`src/rtl/shft_rx.sv`:
```
// Serial-to-parallel byte receiver (LSB- or MSB-first) with sync framing and an output FIFO.
// Byte visible on out_valid one cycle after its 8th bit; a full FIFO without a same-cycle pop drops the byte and pulses overrun.
module shft_rx_fifo #(
    parameter int W     = 8,
    parameter int DEPTH = 2
) (
    input  logic         clk,
    input  logic         rstn,
    input  logic         in_vld,
    input  logic [W-1:0] in_dat,
    output logic         out_vld,
    input  logic         out_rdy,
    output logic [W-1:0] out_dat,
    output logic         ovf
);
    localparam int AW = $clog2(DEPTH);
    localparam logic [AW:0] FULL_LVL = (AW+1)'(DEPTH);

    logic [W-1:0] mem [DEPTH];
    logic [AW-1:0] wptr;
    logic [AW-1:0] rptr;
    logic [AW:0]   level;
    logic          full;
    logic          pop;
    logic          wr;

    assign full    = (level == FULL_LVL);
    assign out_vld = (level != '0);
    assign out_dat = mem[rptr];
    assign pop     = out_vld && out_rdy;
    // A pop in the same cycle frees the slot, so a push into a full FIFO still lands.
    assign wr      = in_vld && (!full || pop);

    always_ff @(posedge clk or negedge rstn) begin
        if (!rstn) begin
            for (int i = 0; i < DEPTH; i++) mem[i] <= '0;
            wptr  <= '0;
            rptr  <= '0;
            level <= '0;
            ovf   <= 1'b0;
        end else begin
            if (wr) begin
                mem[wptr] <= in_dat;
                wptr      <= wptr + 1'b1;
            end
            if (pop) rptr <= rptr + 1'b1;
            if (wr && !pop)
                level <= level + 1'b1;
            else if (!wr && pop)
                level <= level - 1'b1;
            ovf <= in_vld && full && !pop;
        end
    end
endmodule

module shft_rx #(
    parameter int DEPTH = 2
) (
    input  logic       clk,
    input  logic       rstn,
    input  logic       sin,
    input  logic       sin_en,
    input  logic       dir,
    input  logic       sync,
    output logic [7:0] out_data,
    output logic       out_valid,
    input  logic       out_ready,
    output logic       overrun,
    output logic       frame_err
);
    localparam logic [0:0] IDLE = 1'b0;
    localparam logic [0:0] RECV = 1'b1;

    logic [0:0] state;
    logic [2:0] cnt;
    logic [7:0] acc;
    logic       dir_q;

    logic       cap;
    logic       bit0;
    logic       use_dir;
    logic       push;
    logic [2:0] cur_cnt;
    logic [7:0] acc_base;
    logic [7:0] acc_nxt;

    // sync restarts framing before the coincident bit is considered, so that bit is bit 0.
    always_comb begin
        cap      = sin_en && (sync || (state == RECV));
        cur_cnt  = sync ? 3'd0 : cnt;
        bit0     = cap && (cur_cnt == 3'd0);
        use_dir  = bit0 ? dir : dir_q;
        acc_base = sync ? 8'h00 : acc;
        acc_nxt  = use_dir ? {sin, acc_base[7:1]} : {acc_base[6:0], sin};
        push     = cap && (cur_cnt == 3'd7);
    end

    always_ff @(posedge clk or negedge rstn) begin
        if (!rstn) begin
            state     <= IDLE;
            cnt       <= 3'd0;
            acc       <= 8'h00;
            dir_q     <= 1'b0;
            frame_err <= 1'b0;
        end else begin
            if (sync) state <= RECV;
            if (cap) begin
                acc <= acc_nxt;
                cnt <= cur_cnt + 3'd1;
            end else if (sync) begin
                acc <= 8'h00;
                cnt <= 3'd0;
            end
            if (bit0) dir_q <= dir;
            frame_err <= sync && (state == RECV) && (cnt != 3'd0);
        end
    end

    shft_rx_fifo #(
        .W     (8),
        .DEPTH (DEPTH)
    ) u_fifo (
        .clk     (clk),
        .rstn    (rstn),
        .in_vld  (push),
        .in_dat  (acc_nxt),
        .out_vld (out_valid),
        .out_rdy (out_ready),
        .out_dat (out_data),
        .ovf     (overrun)
    );
endmodule

```
`config.mk`:
```
export PLATFORM = sky130hd
export DESIGN_NAME = shft_rx
export DESIGN_NICKNAME = d
export VERILOG_FILES = /design/src/rtl/shft_rx.sv
export SDC_FILE = /design/constraint.sdc
export NUM_CORES = 1
export LEC_CHECK = 0
export CAP_MARGIN = 40
export CORE_MARGIN = 3
export CORE_UTILIZATION = 42
export DETAILED_ROUTE_END_ITERATION = 8
export PLACE_DENSITY = 0.71
export SYNTH_ARGS = -nofsm -noshare
export SYNTH_HDL_FRONTEND = slang
export SYNTH_SLANG_ARGS = --single-unit
```
`constraint.sdc`:
```
create_clock -name clk -period 2.2 [get_ports clk]
set_clock_uncertainty 0.2 [all_clocks]
set_input_delay 0.33 -clock clk [delete_from_list [all_inputs] [get_ports clk]]
set_output_delay 0.33 -clock clk [all_outputs]
set_load 0.01 [all_outputs]
```
==> results.toml, run 1 <==
[outcome]
outcome = "finished, final reports clean"

[synth]
yosysMostFrequentCell = "dfrtp_1"
synthArstFlopShare = 1.00
synth_top_area_share = 0.435
synth_edf_count = 0
ys.flop_type = "dfrtp_1"
yosys-top-cells-count = "dfrtp_1, nand2_1, nor2_1"
ys_seq_area_frac = 0.435
syn_inst = 195
netlist_area_mm2 = 0.00201
synth_top_cell_by_area = "dfrtp_1"
yosysUniqueCellTypes = 51
ys_ff_latch = 35
netlist_top_cells_area = "dfrtp_1, mux2_2, nor4_1, a221o_1, a221o_2"
yosysWarningCount = 0
syn_area_per_cell_um2 = 10.3
synth.net_count = 206

[die]
die_h_um = 75.3
die_area_mm2 = 0.00566
fp-row-count = 24
start_util = 0.447
die_x_um = 75.3
coreArea_mm2 = 0.00450
boundaryPins = 18

[critical_path]
crit_arrival_ns = 1.61
end_kind = "output port"
critical_path.max_fanout = 9
critPathRequiredTime_ns = 1.67
crit_path_start_kind = "flop"
critPathKind = "reg -> out"

[sta]
finalCriticalPeriod_ns = 2.14
tightest_slew_ns = 0.523
fmax_mhz = 467
final-hold-violation-count = 0
rsz0062_at_grt = "no"
setup_violations = 0
timing.setup.tns_ns = 0
holdWs_ns = 0.266
fin_crit_sh = 0.973
relSlewSlack = 0.643
report.final.slew_viol_count = 0

[grt]
antenna_found_initial = 0
track_usage = 0.188
grt_start_max_net_pins = 36
grt_pass1_vias = 1646
grt_pass1_wl_mm = 8.00
grt-ovfl-total = 0

[routing]
ant_nets = 0
drc_errors = 0
firstDrtPassIters = 4
drt_iter0_drc = 131
vias = 1647
vias_per_cell = 5.66
post_drt_wl_per_cell_um = 16.3
wl_mm = 4.75

[final_layout]
fin_nets = 249
postLayoutCoreUtil = 0.577
drive_gt1_frac = 0.331
fillers = 408
area_growth_pct = 29.0
antenna_cells = 0

[worst_hold_path]
min_path_type = "in -> async"

[cts]
cts_buffer_depth = 2
cts_hold_buf = 0
cts_sinks = 35
clk_latency_ns = 0.28
htreeDepth = 2
cts_made_buffers = 5
cts_tree = "yes"
clk_pin_slew_ns = 0.07
root_buffer = "clkbuf_8"

[power]
leakagePower_nw = 1.15
p_per_area_mw_per_mm2 = 664
max-vdd-ir-drop_v = 0.000273

[placement]
place.gp.congestion = 0.939
hpwl_mm = 3.48
io_buffer_count = 17

[run]
cap_violations = 0
[path summary, 6_finish.rpt]
path | start | end | slack, ns | depth (start not counted)
min | rstn | u_fifo.level[1] | 0.27 | 2
max reg2reg | cnt[1] | u_fifo.mem[6] | 0.07 | 8
min in group clk | u_fifo.level[1] | u_fifo.level[1] | 0.28 | 1
max in group asynchronous | rstn | u_fifo.rptr | 1.21 | 2
max | u_fifo.rptr | out_data[0] | 0.06 | 2
min reg2reg | u_fifo.level[1] | u_fifo.level[1] | 0.28 | 1
[placed cells by master, fill, tap and decap left out, types with 2 or more instances in the layout]
cell type	count
a221o_2	5
buf_4	31
clkbuf_8	7
nor3_1	2
nand3_1	7
a311oi_1	4
inv_1	3
nor4_2	2
ha_1	2
o21ai_0	8
inv_2	3
a2111oi_0	2
nand2_1	14
or2_2	2
nor2_1	14
nor2b_4	2
xnor2_1	3
mux2_2	8
ha_4	2
nand2b_4	2
nor2b_1	3
a31oi_1	4
a211oi_1	3
xor2_1	2
clkdlybuf4s50_1	16
a221o_1	6
nand2b_1	5
and3_1	5
dfrtp_1	34
nor4_1	9
[metrics by stage]
stage | power [mW] | std cells | area, um2 | worst slack (ns)
floorplan | 1.04 | 195 | 2090 | -0.121
global placement | 1.21 | 282 | 2470 | -0.357
detailed placement | 1.22 | 282 | 2470 | -0.386
CTS | 1.72 | 290 | 2590 | 0.0257
global route | 1.82 | 291 | 2600 | 0.00224
finish | 1.73 | 291 | 2600 | 0.0597
[metal layers]
layer,global-route usage,up-vias,share of wire
met3,0.0507,4,0.032
met5,0,-,0
met2,0.298,33,0.48
met1,0.250,790,0.48
met4,0.0583,0,0.0048
li1,-,820,-
[repair_timing]
item | 4_1_cts | 5_1_grt
endpoints found under the setup margin | 20 | 5
gates resized for setup | 5 | 0
buffers inserted | 0 | 1
[critical path, cell delays in order (launching register included)]
cell	delay [ns]
dfrtp_2	0.49
mux2_2	0.36
clkdlybuf4s50_1	0.48
[final cells by class]
class                      count  area (um2)  area share
sequential                    35         877       0.338
tap                           52        65.1      0.0250
timing repair buffer          49         422       0.162
multi-input combinational    140        1110       0.426
inverter                       7        28.8      0.0111
clock buffer                   8         100      0.0385
[power by group]
part / switching [mW] / internal (mW)
clock: 0.214 / 0.285
sequential: 0.0771 / 0.703
combinational: 0.220 / 0.226
total: 0.511 / 1.21
[flip-flops by register name, summed over array words and instances (netlist names), 2 cells and up]
name,count
cnt,3
u_fifo.level,2
u_fifo.mem,16
acc,8
[cell families after synthesis]
group,Yosys count,synth area share
xor+xnor,5,0.0217
buf+inv,20,0.0497
mux,8,0.0447
flops,35,0.435
fa+ha+maj,4,0.0248
simple gates,76,0.206
compound gates,47,0.218
Note: power is estimated with default switching activity, not from simulation.
==> run 2: changes to the inputs <==
--- a/config.mk
+++ b/config.mk
@@ -8,7 +8,7 @@
 export CAP_MARGIN = 40
 export CORE_MARGIN = 3
-export CORE_UTILIZATION = 42
+export CORE_UTILIZATION = 50
 export DETAILED_ROUTE_END_ITERATION = 8
-export PLACE_DENSITY = 0.71
+export PLACE_DENSITY = 0.81
 export SYNTH_ARGS = -nofsm -noshare
 export SYNTH_HDL_FRONTEND = slang
==> constraint.sdc (replaced) <==
create_clock -name clk -period 2.2 [get_ports clk]
set_clock_uncertainty 0.2 [all_clocks]
set_input_delay 0.33 -clock clk [delete_from_list [all_inputs] [get_ports clk]]
set_output_delay 0.33 -clock clk [all_outputs]
set_load 0.1 [all_outputs]
==> run 2 against run 1 <==
  * Final cell count shrank 1.0%
  * First-iteration DRC count grew 11%
  * Critical path type is now reg -> reg
  * Register-to-register slack is essentially flat
  * Largest cell class unchanged
  * Largest power group unchanged
  * Sequential cell count is the same
  * Sequential power is essentially flat
  * Non-clock buffer count is the same
  * Global-route usage grew 2.3 points
  * Cell area grew 3.0%
==> results.toml, run 2 (synthesized netlist as in run 1, its figures left out) <==
[outcome]
outcome = "finished, final reports clean"

[cts]
cts_made_buffers = 5
cts_sinks = 35
clk_latency_ns = 0.29
cts_buffer_depth = 2
htreeDepth = 2
root_buffer = "clkbuf_8"
cts_tree = "yes"
clk_pin_slew_ns = 0.07

[placement]
dp.cells = 277
hpwl_mm = 3.50
io_buffer_count = 17
place_ws_ns = -0.445
place.gp.congestion = 0.855

[critical_path]
path_buf_inv = 2
critical_path.cell_chain = "nand2b_4 -> inv_2 -> ha_4 -> ha_4 -> o211ai_4 -> or2_4 -> inv_4 -> ha_1 -> xor2_1 -> nor2_1 -> xor2_1"
critPathRequiredTime_ns = 2.18
crit_path_start_kind = "flop"
slowest_stage = "dfrtp_1"
end_kind = "flop"
crit_arrival_ns = 2.10
critPathKind = "reg -> reg"
cp_top_family = "simple AND/OR/NAND/NOR gates"
critical_path.max_fanout = 5
slowest_delay_ns = 0.41

[grt]
grt_pass1_vias = 1651
track_usage = 0.210
antenna_found_initial = 0
grt-ovfl-total = 0
grt_start_max_net_pins = 36
grt_pass1_wl_mm = 8.05

[power]
max-vdd-ir-drop_v = 0.000506
leakagePower_nw = 1.20
p_per_area_mw_per_mm2 = 707

[final_layout]
fillers = 272
fin_nets = 250
largest_reg_flops = 16
final_common_cell = "dfrtp_1"
area_growth_pct = 32.9
finalNonFillerCells = 288
antenna_cells = 0
postLayoutCoreUtil = 0.710
final_cell_mix = "dfrtp_1, buf_4, nor2_1, nand2_1, nor4_1"
top_register = "u_fifo.mem"
reg_top3 = "u_fifo.mem x16, acc x8, cnt x3"
drive_gt1_frac = 0.371

[sta]
fmax_mhz = 472
setup_ws_ns = 0.0832
tightest_slew_ns = 0.454
setup_violations = 0
report.final.slew_viol_count = 0
fin_crit_sh = 0.962
final-hold-violation-count = 0
relSlewSlack = 0.695
finalCriticalPeriod_ns = 2.12

[routing]
drt_iter0_drc = 146
firstDrtPassIters = 5
wl_mm = 4.76
vias = 1716
drc_errors = 0
post_drt_wl_per_cell_um = 16.5
ant_nets = 0
vias_per_cell = 5.96

[die]
die_area_mm2 = 0.00483
fp-row-count = 22
coreArea_mm2 = 0.00377
die_x_um = 69.5
start_util = 0.534
die_h_um = 69.5
boundaryPins = 18

[worst_hold_path]
min_path_type = "in -> async"

[run]
cap_violations = 0
run 2: changes by cell type in the layout (fill, tap and decap cells not counted), sizes merged:
cell | before | now
or2 | 3 | 4
clkdlybuf4s50 | 16 | 5
buf | 32 | 43
clkinv | 0 | 1
clkbuf | 8 | 6
bufinv | 0 | 1
run 2: power breakdown:
| group | leakage [nW] | internal [mW] | switching [mW] | total [mW] |
|---|---|---|---|---|
| logic | 0.671 | 0.213 | 0.308 | 0.521 |
| registers | 0.465 | 0.701 | 0.0802 | 0.781 |
| clock network | 0.0612 | 0.366 | 0.224 | 0.590 |
run 2: cell type report:
| type | instances | area, um2 | share of cell area |
|---|---|---|---|
| Clock buffer | 6 | 82.6 | 0.0308 |
| Timing Repair Buffer | 49 | 494 | 0.185 |
| Inverter | 7 | 28.8 | 0.0107 |
| Multi-Input combinational cell | 141 | 1100 | 0.411 |
| Tap cell | 48 | 60.1 | 0.0224 |
| Clock inverter | 2 | 35.0 | 0.0131 |
| Sequential cell | 35 | 876 | 0.327 |
run 2: per-layer routing:
metal / track usage / up-vias / share of wire
li1: - / 824 / -
met1: 0.280 / 818 / 0.44
met2: 0.324 / 63 / 0.48
met3: 0.0507 / 11 / 0.061
met4: 0.0954 / 0 / 0.024
met5: 0 / - / 0
run 2: path summary, 6_finish.rpt:
check / start / cells past startpoint / end / slack (ns)
min: rstn / 2 / u_fifo.level[1] / 0.23
max reg2reg: cnt[1] / 11 / u_fifo.level[1] / 0.08
min in group clk: u_fifo.level[1] / 1 / u_fifo.level[1] / 0.29
max: cnt[1] / 11 / u_fifo.level[1] / 0.08
max in group asynchronous: rstn / 2 / cnt[0] / 1.25
min reg2reg: u_fifo.level[1] / 1 / u_fifo.level[1] / 0.29
run 2: per-stage QoR:
stage | TNS, ns | total power [mW] | hold slack, ns | area (um2)
finish | 0 | 1.89 | 0.233 | 2680
global route | -0.0109 | 1.98 | 0.282 | 2680
CTS | 0 | 1.89 | 0.254 | 2660
detailed placement | -7.95 | 1.30 | 0.278 | 2530
global placement | -6.05 | 1.29 | 0.268 | 2530
floorplan | -0.737 | 1.13 | -0.166 | 2090
run 2: repair_timing:
action,CTS,global route
endpoints found under the setup margin,14,2
resized for setup,3,0
setup buffers,0,2
hold buffers,0,0
pin swaps,1,0
cloned,1,0
==> run 3: changes to the inputs <==
CTS_BUF_LIST = sky130_fd_sc_hd__clkbuf_4 sky130_fd_sc_hd__clkbuf_8   (was not set)
PLACE_DENSITY = not set   (was 0.81)
PLACE_DENSITY_LB_ADDON = 0.3   (was not set)
==> run 3 against run 2 <==
  * Clock-buffer cell count did not move
  * Via count is 0.12% higher
  * Critical endpoint unchanged
  * Largest cell class unchanged
  * Critical path depth shrank 1
==> results.toml, run 3 (synthesized netlist as in run 1, its figures left out) <==
[routing]
wl_mm = 4.96
vias = 1718
drc_errors = 0
firstDrtPassIters = 4
post_drt_wl_per_cell_um = 17.2
ant_nets = 0
vias_per_cell = 5.97
drt_iter0_drc = 119

[critical_path]
critical_path.max_fanout = 7
crit_arrival_ns = 2.11
r2r-end = "u_fifo.level[1]"
slowest_stage = "dfrtp_1"
r2r_cells = 10
critPathKind = "reg -> reg"
end_kind = "flop"
critical_path.cell_chain = "nand2b_4 -> inv_2 -> ha_4 -> ha_4 -> o211ai_4 -> or2_4 -> inv_4 -> ha_1 -> nor2_1 -> xor2_1"
slowest_delay_ns = 0.41
critPathRequiredTime_ns = 2.19
crit_path_start_kind = "flop"
cpMostUsedCell = "ha_4"
rrSetupSlack_ns = 0.09
r2r_start = "cnt[1]"

[grt]
grt_pass1_vias = 1709
grt_pass1_wl_mm = 8.42
track_usage = 0.216
grt_use_met2 = 0.355
top_usage_layer = "met2"
grtUsageMet3 = 0.0478
grt-ovfl-total = 0
grt_start_max_net_pins = 36
met1_usage = 0.287
antenna_found_initial = 0

[die]
coreArea_mm2 = 0.00377
start_util = 0.534
die_h_um = 69.5
die_x_um = 69.5
boundaryPins = 18
fp-row-count = 22
die_area_mm2 = 0.00483

[cts]
clk_pin_slew_ns = 0.07
cts_tree = "yes"
cts_buffer_depth = 2
cts_hold_buf = 0
cts_sinks = 35
root_buffer = "clkbuf_8"
htreeDepth = 2
clk_latency_ns = 0.28
cts_made_buffers = 5

[power]
sw_frac_of_total = 0.345
leakagePower_nw = 1.19
p_per_area_mw_per_mm2 = 660
max-vdd-ir-drop_v = 0.000496
p_switching_mw = 0.607
power_frac_seq = 0.446
internal_power_mw = 1.15
p_clk_frac = 0.262
pwr-share-comb = 0.292
p_total_mw = 1.76

[outcome]
outcome = "finished, final reports clean"

[worst_hold_path]
min_path_type = "in -> async"

[sta]
rsz0062_at_grt = "yes"
timing.setup.tns_ns = 0
tightest_slew_ns = 0.479
relSlewSlack = 0.678
fin_crit_sh = 0.960
finalCriticalPeriod_ns = 2.11
fmax_mhz = 473
report.final.slew_viol_count = 0
final-hold-violation-count = 0
setup_violations = 0

[final_layout]
final_cell_mix = "buf_4, dfrtp_1, nor2_1, nand2_1"
reg_top3 = "u_fifo.mem x16, acc x8, cnt x3"
final_area_mm2 = 0.00266
area_growth_pct = 32.2
largest_reg_flops = 16
antenna_cells = 0
drive_gt1_frac = 0.383
final_common_cell = "buf_4"
top_register = "u_fifo.mem"
fillers = 242
finalNonFillerCells = 288
fin_nets = 251

[run]
cap_violations = 0

[placement]
place.gp.congestion = 0.936
post_dp_cell_area_mm2 = 0.00254
hpwl_mm = 3.63
io_buffer_count = 17
dp.cells = 280
==> run 3: power by group through the flow <==
stage | Clock (mW) | Sequential, mW | Combinational (mW)
6_report | 0.461 | 0.783 | 0.513
3_3_place_gp | 0 | 0.791 | 0.485
2_1_floorplan | 0 | 0.767 | 0.363
3_5_place_dp | 0 | 0.796 | 0.506
4_1_cts | 0.469 | 0.783 | 0.509
5_1_grt | 0.491 | 0.792 | 0.552
==> run 3: stage by stage <==
step | hold WS, ns | worst slack (ns) | utilization
floorplan | -0.166 | -0.121 | -
global placement | 0.264 | -0.366 | 0.675
detailed placement | 0.272 | -0.410 | 0.675
CTS | 0.268 | 0.0511 | 0.698
global route | 0.302 | -0.0105 | 0.706
finish | 0.252 | 0.0877 | 0.706
==> run 3: routing by layer <==
metal | wire, um | vias to the layer above
met2 | 2480 | 59
met5 | 0 | -
met4 | 79 | 0
met3 | 248 | 11
li1 | - | 816
met1 | 2150 | 832
==> run 3: area by class of cell <==
| type | count | area, um2 | area share |
|---|---|---|---|
| clock buffer | 6 | 82.6 | 0.0310 |
| clock inverter | 1 | 5.00 | 0.00188 |
| inverter | 7 | 28.8 | 0.0108 |
| multi-input combinational | 140 | 1110 | 0.418 |
| sequential | 35 | 876 | 0.329 |
| tap | 48 | 60.1 | 0.0226 |
| timing repair buffer | 51 | 497 | 0.187 |
==> run 3: critical path, delay by kind of cell, from the launching register on <==
family	cells	cell delay (ns)
flops	1	0.41
xor+xnor	1	0.19
buf+inv	2	0.09
compound gates	1	0.07
fa+ha+maj	3	0.61
simple gates	3	0.44
==> run 3: timing repair <==
| action | in CTS | in global routing |
|---|---|---|
| gates resized for setup | 2 | 4 |
| buffers inserted | 0 | 1 |
| endpoints found under the setup margin | 13 | 5 |
| pin swaps | 3 | 2 |
==> run 3: worst max path at each step <==
stage / from / end / slack [ns]
floorplan: sync / u_fifo.mem[13] / -0.12
global placement: sync / u_fifo.mem[4] / -0.37
detailed placement: sync / u_fifo.level[1] / -0.41
CTS: cnt[1] / u_fifo.level[1] / 0.05
global route: cnt[0] / u_fifo.level[1] / -0.01
finish: cnt[1] / u_fifo.level[1] / 0.09
==> patch 1, RTL diff (config.mk and constraints of run 2) <==
`DEPTH` is set to 2 in 2 places; all go to 4.
--- a/src/rtl/shft_rx.sv
+++ b/src/rtl/shft_rx.sv
@@ -2,7 +2,7 @@
 // Byte visible on out_valid one cycle after its 8th bit; a full FIFO without a same-cycle pop drops the byte and pulses overrun.
 module shft_rx_fifo #(
     parameter int W     = 8,
-    parameter int DEPTH = 2
+    parameter int DEPTH = 4
 ) (
     input  logic         clk,
     input  logic         rstn,
@@ -54,7 +54,7 @@
 endmodule
 
 module shft_rx #(
-    parameter int DEPTH = 2
+    parameter int DEPTH = 4
 ) (
     input  logic       clk,
     input  logic       rstn,
Formal check against the unedited RTL: same outputs for any inputs over 10 cycles, from zero or initial values and one cycle with rstn low; that may be too few to reach the edited logic, so the function may still have changed.
==> patch 1 against run 2 <==
  * The flow now finishes with violations (setup timing)
  * Critical endpoint unchanged
  * Setup slack got worse by 0.27 ns
  * First-iteration DRC count is 110% higher
  * Die area is 51% higher
  * Critical path depth unchanged
  * Maximum frequency decreased by 11%
  * Sequential power increased by 52%
  * Sequential cell count up 19
  * Synthesized area up 56%
  * Power up 41%
  * Cell area is 54% higher
  * Wire length rose by 75%
  * Count of clock-buffer cells in the layout up 1
==> patch 1: results (changes against run 2) <==
- The placer's final routability congestion estimate came to 0.9064 (+6.0%).
- The compound-cell area share of the yosys netlist is 19.42% (-2.4 points).
- The fraction of layout cells with a size suffix above 1 came to 35.04% (-2.0 points).
- The worst hold slack after final layout is 0.2654 ns (+0.03226 ns).
- The setup TNS came to -3.575 ns (-3.575 ns).
- The overall fraction of global-route tracks in use came to 23.27% (+2.2 points).
- The post-placement cell area is 3815 um2 (+51%).
- The worst-case setup margin in the final layout was -0.1865 ns (-0.2696 ns).
- The async set-reset flop share out of synthesis is 100.0% (unchanged).
- The wire length of the first global-routing pass is 13410 um (+66%).
- The worst-path maximum fanout came to 3 (-2).
- The arrival time at the worst endpoint is 2.39 ns (+0.29 ns).
- The clock latency on the worst-skew pair is 0.31 ns (+0.02 ns).
- The via count of the first global-routing pass is 2664 (+61%).
- The worst setup path startpoint is cnt[0]$_DFF_PN0_.
- The half-perimeter wire length after detailed placement is 5838 um (+67%).
- The final-report setup violation count is 26 (+26).
- The sequential area share after synthesis is 42.89% (-0.59 points).
- The iteration-0 DRC count of the detailed router came to 311 (+110%).
- The maximum clock path buffer count is 2 (unchanged).
- The delay of the slowest cell on the worst path is 0.42 ns.
- The headroom to the max-slew limit is 57.46% (-12 points).
- The number of antenna violations at the first check in global routing is 0 (unchanged).
- The post-CTS resize count came to 5 (+2).
- The post-CTS setup buffer count came to 4 (+4).
- The static power due to leakage is 0.001797 uW (+50%).
- The fraction of the mapped netlist area in adder cells came to 3.813% (+1.3 points).
- By count the netlist is led by 54 x sky130_fd_sc_hd__dfrtp_1, 27 x sky130_fd_sc_hd__nand2_1, 24 x sky130_fd_sc_hd__a221o_1.
- The fraction of synthesized area in multiplexers is 6.434% (+2.0 points).
- The total wire length after detailed routing is 8356 um (+75%).
- The count of hold-fix buffers inserted at cts came to 1 (+1).
- The setup slack at placement is -0.8037 ns (-0.3588 ns).
- The net count of the mapped netlist came to 307 (+49%).
- The cell count after placement came to 406 (+47%).
- The worst supply voltage drop on vdd was 0.6137 mV (+21%).
- The final reports fail on setup timing.
- The cell family contributing the most delay on the critical path is adder cells.
- The port buffer count came to 17 (unchanged).
- The per-cell via count in the routed design is 6.427 (+7.9%).
- By area the synthesized netlist is led by sky130_fd_sc_hd__dfrtp_1 43%, sky130_fd_sc_hd__a221o_1 7.6%, sky130_fd_sc_hd__mux4_2 5.7%.
- The most used flip-flop cell after synthesis is sky130_fd_sc_hd__dfrtp_1.
- The largest registers in the layout are u_fifo.mem (32), acc (8).
- The average routed wire per standard cell is 19.62 um (+19%).
- The number of instances in the synthesized netlist came to 291 (+49%).
- The final layout net count is 366 (+46%).
- The parity-gate share of the synthesized area counting xor and xnor cells is 1.946% (-0.23 points).
- The clock-pin slew reported for the worst setup and hold paths after clock tree synthesis is 0.09 ns (+0.02 ns).
- The flow ran to the end, but the final reports show violations.
- The origin of the critical flop-to-flop path is cnt[0]$_DFF_PN0_.
- The largest net degree at the start of global routing is 28 (-22%).
-- patch 1: changes by cell type after synthesis, moves of 5 or more --
cell	before	now
sky130_fd_sc_hd__a211oi_1	3	10
sky130_fd_sc_hd__nor2b_1	4	9
sky130_fd_sc_hd__a21oi_1	0	8
sky130_fd_sc_hd__a221o_1	6	24
sky130_fd_sc_hd__mux2_2	8	2
sky130_fd_sc_hd__mux4_2	0	8
sky130_fd_sc_hd__dfrtp_1	35	54
sky130_fd_sc_hd__a221o_2	5	0
sky130_fd_sc_hd__buf_2	4	12
sky130_fd_sc_hd__nand2_1	15	27
-- patch 1: layer usage --
layer / share of wire [%] / global-route usage [%] / vias up
li1: - / - / 1233
met3: 7.1 / 3.786 / 32
met4: 3.2 / 9.496 / 0
met5: 0 / 0 / -
met1: 40 / 31.50 / 1323
met2: 50 / 37.29 / 150
-- patch 1: worst min-delay path by stage --
| stage | from | to |
|---|---|---|
| 5_1_grt | rstn | u_fifo.mem[26]$_DFFE_PN0P_ |
| 6_report | rstn | u_fifo.mem[26]$_DFFE_PN0P_ |
| 2_1_floorplan | rstn | acc[0]$_DFF_PN0_ |
| 3_5_place_dp | rstn | u_fifo.mem[26]$_DFFE_PN0P_ |
| 3_3_place_gp | rstn | u_fifo.mem[26]$_DFFE_PN0P_ |
| 4_1_cts | rstn | u_fifo.mem[21]$_DFFE_PN0P_ |
-- patch 1: cell type report --
type,count,area (um2)
clock buffers,7,86.33
clock inverters,1,5.005
fillers,439,1901
inverters,7,38.79
multi-input cells,205,1760
flip-flops and latches,54,1351
well taps,75,93.84
repair buffers,77,789.5
-- patch 1: report_power, final --
part | leakage (uW) | switching [uW] | internal, uW
Clock | 0.0000482 | 323 | 255
Combinational | 0.00103 | 464 | 444
Sequential | 0.000715 | 118 | 1070
==> patch 2, RTL diff (config.mk and constraints of run 2) <==
Without the edit above. Remove the register `frame_err`: a continuous assignment takes its place, so the output `frame_err` follows one clock earlier.
--- a/src/rtl/shft_rx.sv
+++ b/src/rtl/shft_rx.sv
@@ -101,7 +101,6 @@
             cnt       <= 3'd0;
             acc       <= 8'h00;
             dir_q     <= 1'b0;
-            frame_err <= 1'b0;
         end else begin
             if (sync) state <= RECV;
             if (cap) begin
@@ -112,9 +111,10 @@
                 cnt <= 3'd0;
             end
             if (bit0) dir_q <= dir;
-            frame_err <= sync && (state == RECV) && (cnt != 3'd0);
         end
     end
+
+    assign frame_err = sync && (state == RECV) && (cnt != 3'd0);
 
     shft_rx_fifo #(
         .W     (8),
Formal check against the unedited RTL: not equivalent (a bounded check fails within 4 cycles, from zero or initial values and one cycle with rstn low).
==> patch 2 against run 2 <==
  * Power down 3.8%
  * Cell area increased by 2.9%
  * Synthesized area shrank 1.2%
  * Wire length up 11%
  * First-iteration DRC count is 21% higher
  * Core utilization rose by 2.6 points
  * Sequential cell count fell by 1
  * Setup slack worse by 0.016 ns
  * Critical endpoint is now u_fifo.mem[13]$_DFFE_PN0P_
  * Largest power group unchanged
  * Highest routed layer unchanged
==> patch 2: results (changes against run 2) <==
- The overall fraction of global-route tracks in use came to 23.45% (+2.4 points).
- The worst hold path belongs to the class in2async.
- The total CTS buffers is 5 (unchanged).
- The placer's final routability congestion estimate is 0.8701 (+1.7%).
- The total wire length after detailed routing is 5274 um (+11%).
- The number of antenna violations at the first check in global routing came to 0 (unchanged).
- The number of antenna cells inserted was 0 (unchanged).
- The worst-path cell with the longest stage delay is sky130_fd_sc_hd__dlygate4sd2_1.
- The number of synthesis warnings is 0 (unchanged).
- The sequential area share after synthesis came to 42.74% (-0.74 points).
- The clock latency on the worst-skew pair was 0.29 ns (about the same).
- The number of vias after detailed routing is 1802 (+5.0%).
- The number of fill cells in the layout is 256 (-5.9%).
- The worst supply voltage drop on vdd is 0.4320 mV (-15%).
- The number of different library cells in the post-synthesis netlist is 49 (-3.9%).
- The cell sitting at the root of the clock tree is a sky130_fd_sc_hd__clkbuf_8.
- The maximum level of the CTS H-tree is 2 (unchanged).
- Ranked by total cell area, the synthesized netlist is headed by sky130_fd_sc_hd__dfrtp_1 43%, sky130_fd_sc_hd__a221o_1 6.0%, sky130_fd_sc_hd__mux2_2 4.5%.
- The post-CTS setup buffer count is 1 (+1).
- The setup slack at placement came to -0.4614 ns (-0.01658 ns).
- The cell count after placement was 281 (+1.4%).
- The first-pass iteration count of the detailed router was 5 (unchanged).
- The transition time at the pin with the least slew margin came to 0.4717 ns (+0.01797 ns).
- The net count of the mapped netlist was 202 (-1.9%).
- The largest net degree at the start of global routing is 35 (-2.8%).
- The maximum clock path buffer count is 2 (unchanged).
- The delay of the slowest cell on the worst path is 0.29 ns (-0.12 ns).
- The fraction of layout cells with a size suffix above 1 was 40.08% (+3.0 points).
- The static power due to leakage is 0.001193 uW (-0.32%).
- The synthesized area per cell is 10.42 um2 (+0.89%).
- The worst-path maximum fanout is 9 (+4).
- Sorting the synthesized cells by how often they occur yields 34 x sky130_fd_sc_hd__dfrtp_1, 14 x sky130_fd_sc_hd__nor2_1, 13 x sky130_fd_sc_hd__nand2_1.
- The wire length of the first global-routing pass was 9039 um (+12%).
- The clock-pin slew reported for the worst setup and hold paths after clock tree synthesis came to 0.07 ns (about the same).
- The post-CTS resize count came to 8 (+5).
- The final layout net count came to 252 (+0.80%).
- The per-cell via count in the routed design is 6.214 (+4.3%).
- The run finished with clean final reports.
- The iteration-0 DRC count of the detailed router is 177 (+21%).
- The half-perimeter wire length after detailed placement is 3875 um (+11%).
- The post-placement cell area was 2604 um2 (+2.8%).
patch 2: cell types whose count changed after synthesis, moves of 2 or more:
cell | run 2 | this run
sky130_fd_sc_hd__a221o_1 | 6 | 12
sky130_fd_sc_hd__a221o_2 | 5 | 0
sky130_fd_sc_hd__o21ai_0 | 8 | 3
sky130_fd_sc_hd__nor4_1 | 11 | 7
sky130_fd_sc_hd__nor4_2 | 0 | 4
sky130_fd_sc_hd__o21ai_1 | 1 | 5
sky130_fd_sc_hd__buf_2 | 4 | 7
sky130_fd_sc_hd__buf_4 | 3 | 0
sky130_fd_sc_hd__nand2_1 | 15 | 13
sky130_fd_sc_hd__nand2_2 | 0 | 2
patch 2: area by class of cell:
class / count / area [um2] / area share [%]
clock buffers: 6 / 82.58 / 2.996
repair buffers: 55 / 555.5 / 20.15
inverters: 7 / 28.78 / 1.044
multi-input cells: 138 / 1166 / 42.31
well taps: 48 / 60.06 / 2.179
clock inverters: 2 / 12.51 / 0.4539
flip-flops and latches: 34 / 850.8 / 30.87
patch 2: cells by family after synthesis:
logic type               Yosys count  synth area share [%]
AND/OR/NAND/NOR                   74                 21.50
AO/OA/AOI/OAI                     47                 22.13
flip-flops                        34                 42.74
buffers and inverters             19                 4.399
multiplexers                       8                 4.526
XOR/XNOR                           5                 2.200
adder cells (fa/ha/maj)            4                 2.514
patch 2: power by group:
part / internal (uW) / switching, uW / total, uW / leakage (uW)
clock: 251 / 239 / 490 / 0.0000472
sequential: 680 / 82.0 / 762 / 0.000452
combinational: 239 / 328 / 567 / 0.000694
patch 2: final timing paths:
path / startpoint / depth (start not counted) / to / slack (ns)
setup / recovery: sync / 10 / u_fifo.mem[13]$_DFFE_PN0P_ / 0.07
hold / removal: rstn / 2 / u_fifo.rptr$_DFFE_PN0N_ / 0.24
setup reg to reg: cnt[0]$_DFF_PN0_ / 7 / u_fifo.mem[1]$_DFFE_PN0P_ / 0.08
hold reg to reg: u_fifo.level[1]$_DFFE_PN0P_ / 1 / u_fifo.level[1]$_DFFE_PN0P_ / 0.29
max in group asynchronous: rstn / 2 / acc[3]$_DFF_PN0_ / 1.24
min in group clk: u_fifo.level[1]$_DFFE_PN0P_ / 1 / u_fifo.level[1]$_DFFE_PN0P_ / 0.29
patch 2: worst max-delay path: cells and delay by family:
family / cells / cell delay (ns)
AND/OR/NAND/NOR: 3 / 0.71
buffers and inverters: 3 / 0.55
adder cells (fa/ha/maj): 2 / 0.28
AO/OA/AOI/OAI: 2 / 0.28
patch 2: per-layer routing:
metal | track usage [%] | share of wire, % | vias up
li1 | - | - | 819
met1 | 31.20 | 42 | 883
met2 | 36.76 | 49 | 81
met3 | 4.810 | 6.2 | 19
met4 | 10.63 | 2.8 | 0
met5 | 0 | 0 | -
